<file path="src/rtl/button_event_pkg.sv">
// ============================================================================
// Module   : button_event_pkg
// Brief    : Shared state encoding and counter sizing for button_event.
// Revision : 1.0 - initial release
// ============================================================================
`default_nettype none

package button_event_pkg;

  // Event FSM states; LOCKOUT is the reset state.
  typedef enum logic [1:0] {
    LOCKOUT   = 2'd0,
    IDLE      = 2'd1,
    PRESSED   = 2'd2,
    LONG_HELD = 2'd3
  } btn_state_t;

  // Hold/repeat counter width: clog2 of the larger threshold. The repeat
  // period only matters when the repeat feature is built in. The span is
  // floored at 2 so the counter is never narrower than one bit.
  function automatic int cnt_width(input int long_cycles,
                                   input int repeat_cycles,
                                   input bit repeat_en);
    int span;
    span = long_cycles;
    if (repeat_en && (repeat_cycles > span)) span = repeat_cycles;
    if (span < 2) span = 2;
    return $clog2(span);
  endfunction

endpackage

`default_nettype wire

</file>
<file path="src/rtl/button_event.sv">
// ============================================================================
// Module   : button_event
// Brief    : Turns a debounced button level into single-cycle events:
//            press, release_short, long_press, release_long and optional
//            auto-repeat ticks. One instance per button.
// Config   : BUTTON_EVENT_REPEAT_EN - when defined, LONG_HELD produces
//            repeat_tick every REPEAT_CYCLES; otherwise repeat_tick is 0.
// Revision : 1.0 - initial release
// ============================================================================
`default_nettype none

module button_event
  import button_event_pkg::*;
#(
  parameter int LONG_PRESS_CYCLES = 100_000_000,
  parameter int REPEAT_CYCLES     = 20_000_000
) (
  input  logic clk,
  input  logic rst_n,
  input  logic level,
  output logic press,
  output logic release_short,
  output logic long_press,
  output logic release_long,
  output logic repeat_tick,
  output logic held
);

`ifdef BUTTON_EVENT_REPEAT_EN
  localparam bit REPEAT_EN = 1'b1;
`else
  localparam bit REPEAT_EN = 1'b0;
`endif

  localparam int CNT_W = cnt_width(LONG_PRESS_CYCLES, REPEAT_CYCLES, REPEAT_EN);

  // Last counter value before the long-press threshold is reached.
  localparam logic [CNT_W-1:0] LONG_LAST = CNT_W'(LONG_PRESS_CYCLES - 1);
`ifdef BUTTON_EVENT_REPEAT_EN
  // Last counter value of one repeat period.
  localparam logic [CNT_W-1:0] REPEAT_LAST = CNT_W'(REPEAT_CYCLES - 1);
`endif

  btn_state_t       state_q, state_d;
  logic [CNT_W-1:0] cnt_q, cnt_d;
  logic             press_q, press_d;
  logic             release_short_q, release_short_d;
  logic             long_press_q, long_press_d;
  logic             release_long_q, release_long_d;
  logic             repeat_tick_q, repeat_tick_d;
  logic             held_q, held_d;

  // Next-state, counter and event decode; release always takes priority
  // over a threshold hit landing in the same cycle.
  always_comb begin
    state_d         = state_q;
    cnt_d           = cnt_q;
    press_d         = 1'b0;
    release_short_d = 1'b0;
    long_press_d    = 1'b0;
    release_long_d  = 1'b0;
    repeat_tick_d   = 1'b0;

    case (state_q)
      LOCKOUT: begin
        // A button held through reset stays silent until it is released.
        if (!level) state_d = IDLE;
      end
      IDLE: begin
        if (level) begin
          state_d = PRESSED;
          press_d = 1'b1;
          cnt_d   = '0;
        end
      end
      PRESSED: begin
        if (!level) begin
          state_d         = IDLE;
          release_short_d = 1'b1;
        end else if (cnt_q == LONG_LAST) begin
          state_d      = LONG_HELD;
          long_press_d = 1'b1;
          cnt_d        = '0;
        end else begin
          cnt_d = cnt_q + CNT_W'(1);
        end
      end
      LONG_HELD: begin
        if (!level) begin
          state_d        = IDLE;
          release_long_d = 1'b1;
        end else begin
`ifdef BUTTON_EVENT_REPEAT_EN
          if (cnt_q == REPEAT_LAST) begin
            repeat_tick_d = 1'b1;
            cnt_d         = '0;
          end else begin
            cnt_d = cnt_q + CNT_W'(1);
          end
`else
          cnt_d = '0;
`endif
        end
      end
      default: state_d = LOCKOUT;
    endcase

    held_d = (state_d == PRESSED) || (state_d == LONG_HELD);
  end

  // State, counter and registered outputs; reset lands in LOCKOUT with
  // every output low and no release event.
  always_ff @(posedge clk or negedge rst_n) begin
    if (!rst_n) begin
      state_q         <= LOCKOUT;
      cnt_q           <= '0;
      press_q         <= 1'b0;
      release_short_q <= 1'b0;
      long_press_q    <= 1'b0;
      release_long_q  <= 1'b0;
      repeat_tick_q   <= 1'b0;
      held_q          <= 1'b0;
    end else begin
      state_q         <= state_d;
      cnt_q           <= cnt_d;
      press_q         <= press_d;
      release_short_q <= release_short_d;
      long_press_q    <= long_press_d;
      release_long_q  <= release_long_d;
      repeat_tick_q   <= repeat_tick_d;
      held_q          <= held_d;
    end
  end

  assign press         = press_q;
  assign release_short = release_short_q;
  assign long_press    = long_press_q;
  assign release_long  = release_long_q;
  assign repeat_tick   = repeat_tick_q;
  assign held          = held_q;

endmodule

`default_nettype wire

</file>
<file path="config.mk">
export PLATFORM = sky130hd
export DESIGN_NAME = button_event
export DESIGN_NICKNAME = d
export VERILOG_FILES = /design/src/rtl/button_event_pkg.sv /design/src/rtl/button_event.sv
export SDC_FILE = /design/constraint.sdc
export NUM_CORES = 1
export LEC_CHECK = 0
export CORE_MARGIN = 2
export CORE_UTILIZATION = 54
export CTS_BUF_LIST = sky130_fd_sc_hd__clkbuf_8 sky130_fd_sc_hd__clkbuf_16
export DETAILED_ROUTE_END_ITERATION = 10
export MAX_ROUTING_LAYER = met4
export PLACE_DENSITY = 0.81
export REMOVE_ABC_BUFFERS = 1
export SLEW_MARGIN = 10
export SYNTH_ARGS = -nofsm -noshare
export SYNTH_HDL_FRONTEND = slang
export SYNTH_SLANG_ARGS = --single-unit
</file>
<file path="constraint.sdc">
create_clock -name clk -period 1.8 [get_ports clk]
set_input_delay 0.45 -clock clk [delete_from_list [all_inputs] [get_ports clk]]
set_output_delay 0.45 -clock clk [all_outputs]
set_load 0.005 [all_outputs]
</file>
==> reports/summary.txt <==
status -> finished with violations
failing checks -> setup timing
max-slew violation count -> 0
Top Metal Used -> met4
boundary pin count -> 9
Worst Path Max Fanout -> 2
Synth Cell Area -> 2040 um^2
DRC viols -> 0
die extent in y -> 65.4 um
FF-to-FF path depth -> 7
Leak -> 1.20 nW
CTS Hold Bufs -> 0
Main synth FF type -> dfrtp_1
Max-cap violations -> 0
1st-iter DRT viols -> 241
asr flop ratio synth -> 1.00
top-area cell type share of the netlist area -> 0.418
Vias -> 2188
post-synthesis register bit count -> 34
non-filler cells, final -> 332
count leader, synth -> dfrtp_1
largest net degree at the start of global routing -> 35
Starting Density -> 0.561
Die Span X -> 65.4 um
Net Sw Frac -> 0.414
count of warnings emitted by yosys -> 0
Fmax -> 0.510 GHz
Seq/Total Area, Yosys -> 0.418
fillers -> 210
fin util -> 0.801
# diodes -> 0
Setup crit end kind -> flip-flop
syn_area_per_cell -> 9.18 um^2
First-pass DRT Iterations -> 5
detailed placer's ending HPWL -> 3680 um
met1 wire length -> 2680 um
DR WL/cell -> 19.6 um
gp weighted congestion -> 0.885
sw power -> 1.57 mW
largest cells by area after synthesis -> dfrtp_1, nand2_1, nand3_1
RSZ-0062 raised after global routing -> true
worst endpoint required time -> 1.96 ns
startpoint class of the critical path -> flip-flop
maximum clock path buffer count -> 2
Reg power frac -> 0.268
vias in the first global route -> 2024
area delta synth->final -> 42.8%
TritonCTS clock tree -> yes
Critical Path AT -> 2.12 ns
clk sink count -> 34
Clk pin slew, worst setup/hold paths -> 0.07 ns
Met3 Routed Length -> 453 um
Die Area -> 4280 um^2
Clock Root Buffer -> clkbuf_8
fin crit period -> 1.96 ns
worst skew pair latency -> 0.29 ns
worst setup margin -> -0.159 ns
gr ovfl total -> 0
Mapped Cells -> 222
Post-synth top cells -> dfrtp_1, nand2_1, nand3_1
Power Internal -> 2.21 mW
Comb pwr share -> 0.576
layout cells sized above 1 -> 0.405
Layout Nets -> 291
routed wire length -> 6510 um
Clk network pwr share -> 0.156
fin crit share -> 1.09
# setup viols final -> 19
crit path kind -> reg2reg
DP Worst Slack -> -0.0827 ns
Core ar. -> 3630 um^2
Power Total -> 3.78 mW
peak supply drop -> 0.803 mV
Post-synth EDFFs -> 0
Placed Cells -> 320
HP Class -> reg2reg
Rows -> 22
htree depth -> 2
hold-critical path depth -> 1
Yosys cell types -> 46
clock buffer count from CTS -> 5
P per Cell Area -> 1300 nW/um^2
met2 wire length -> 3110 um
first-pass GRT wire length -> 9250 um
number of nets with antenna violations after routing -> 0
initial antenna violation count -> 0
final hold violations -> 0
cell type with the highest aggregate area in the netlist -> dfrtp_1
overall global routing resource usage -> 0.290
buffers added on ports -> 7
DR vias/cell -> 6.59
clk_skew -> 0.0108 ns
-- per-stage QoR --
| stage | instance area (um^2) | hold slack, ns | setup TNS, ns |
|---|---|---|---|
| after detailed placement | 2530 | 0.516 | -0.652 |
| final | 2910 | 0.546 | -0.775 |
| after global routing | 2910 | 0.555 | -2.03 |
| after floorplan | 1970 | 0.154 | -9.20 |
| after CTS | 2740 | 0.533 | -0.0268 |
| after global placement | 2530 | 0.516 | -0.235 |
-- flip-flops by register name, summed over array words and instances (netlist names) --
register and flops:
state_q 2, cnt_q 27, long_press 1, press 1
release_long 1, release_short 1, held 1
-- power groups by stage --
stage,Combinational (mW),Clock [mW],Sequential (mW)
4_1_cts,1.86,0.592,0.997
3_3_place_gp,1.65,0,0.990
6_report,2.17,0.589,1.01
2_1_floorplan,0.782,0,1.03
3_5_place_dp,1.69,0,0.997
5_1_grt,2.31,0.621,1.02
-- path summary, 6_finish.rpt --
check	start	endpoint	slack [ns]
worst min-delay path	cnt_q[7]$_DFFE_PN0P_	cnt_q[7]$_DFFE_PN0P_	0.55
min in group asynchronous	rst_n	release_long$_DFF_PN0_	0.57
worst max-delay path	cnt_q[1]$_DFFE_PN0P_	cnt_q[26]$_DFFE_PN0P_	-0.16
worst max register to register	cnt_q[1]$_DFFE_PN0P_	cnt_q[26]$_DFFE_PN0P_	-0.16
worst min register to register	cnt_q[7]$_DFFE_PN0P_	cnt_q[7]$_DFFE_PN0P_	0.55
max in group asynchronous	rst_n	state_q[1]$_DFF_PN0_	0.90
-- layout make-up --
| class | count | area [um^2] | area share |
|---|---|---|---|
| Sequential cell | 34 | 853 | 0.293 |
| Multi-Input combinational cell | 169 | 1310 | 0.449 |
| Clock buffer | 6 | 82.6 | 0.0284 |
| Timing Repair Buffer | 65 | 568 | 0.195 |
| Clock inverter | 2 | 8.76 | 0.00301 |
| Tap cell | 48 | 60.1 | 0.0206 |
| Inverter | 8 | 30.0 | 0.0103 |
-- critical path, cell delays in order (launching register included) --
cell and delay [ns]:
dfrtp_1 0.37, ha_2 0.19, and3_4 0.20, buf_6 0.10, nand4_1 0.15, or4_1 0.57
nand4_1 0.15, o311ai_1 0.11
-- cells by family (layout without fill, tap and decap cells) --
kind of cell,count (synthesis),in the layout,synth area share
AO/OA/AOI/OAI,55,55,0.203
adder cells (fa/ha/maj),5,5,0.0307
buffers and inverters,19,81,0.0467
flip-flops,34,34,0.418
multiplexers,1,1,0.00553
other,1,1,0.00184
AND/OR/NAND/NOR,107,107,0.294
-- layout by cell type, fill, tap and decap left out, types with 2 or more instances in the layout --
master / n
a31oi_2: 4
a21oi_1: 2
o41ai_2: 2
nor2_1: 6
nand3_2: 3
o31ai_1: 10
nor2_2: 2
clkdlybuf4s50_1: 7
dfrtp_2: 2
buf_12: 2
inv_1: 8
nand3_1: 15
o311ai_2: 5
o21ai_1: 5
clkbuf_8: 6
and4_1: 4
buf_6: 8
nand2_1: 25
or4_4: 2
nor3_1: 5
and2_1: 10
nor2b_1: 4
a31oi_1: 7
and3_1: 3
buf_4: 47
o21ai_0: 2
dfrtp_1: 32
a221o_1: 2
or2_2: 2
o311ai_1: 2
ha_2: 4
nand4_1: 13
a22oi_2: 2
-- routing by layer --
layer  vias up  global-route usage
met2       125               0.469
met5         -                   -
met3        33              0.0599
met1      1053               0.352
met4         0               0.125
li1        977                   -
-- repair_timing --
item,in CTS,in global routing
cloned,0,0
endpoints found under the setup margin,26,31
gates resized for setup,21,36
pin swaps,7,10
setup buffers,2,2
No activity file was read; power rests on OpenSTA's default activity.
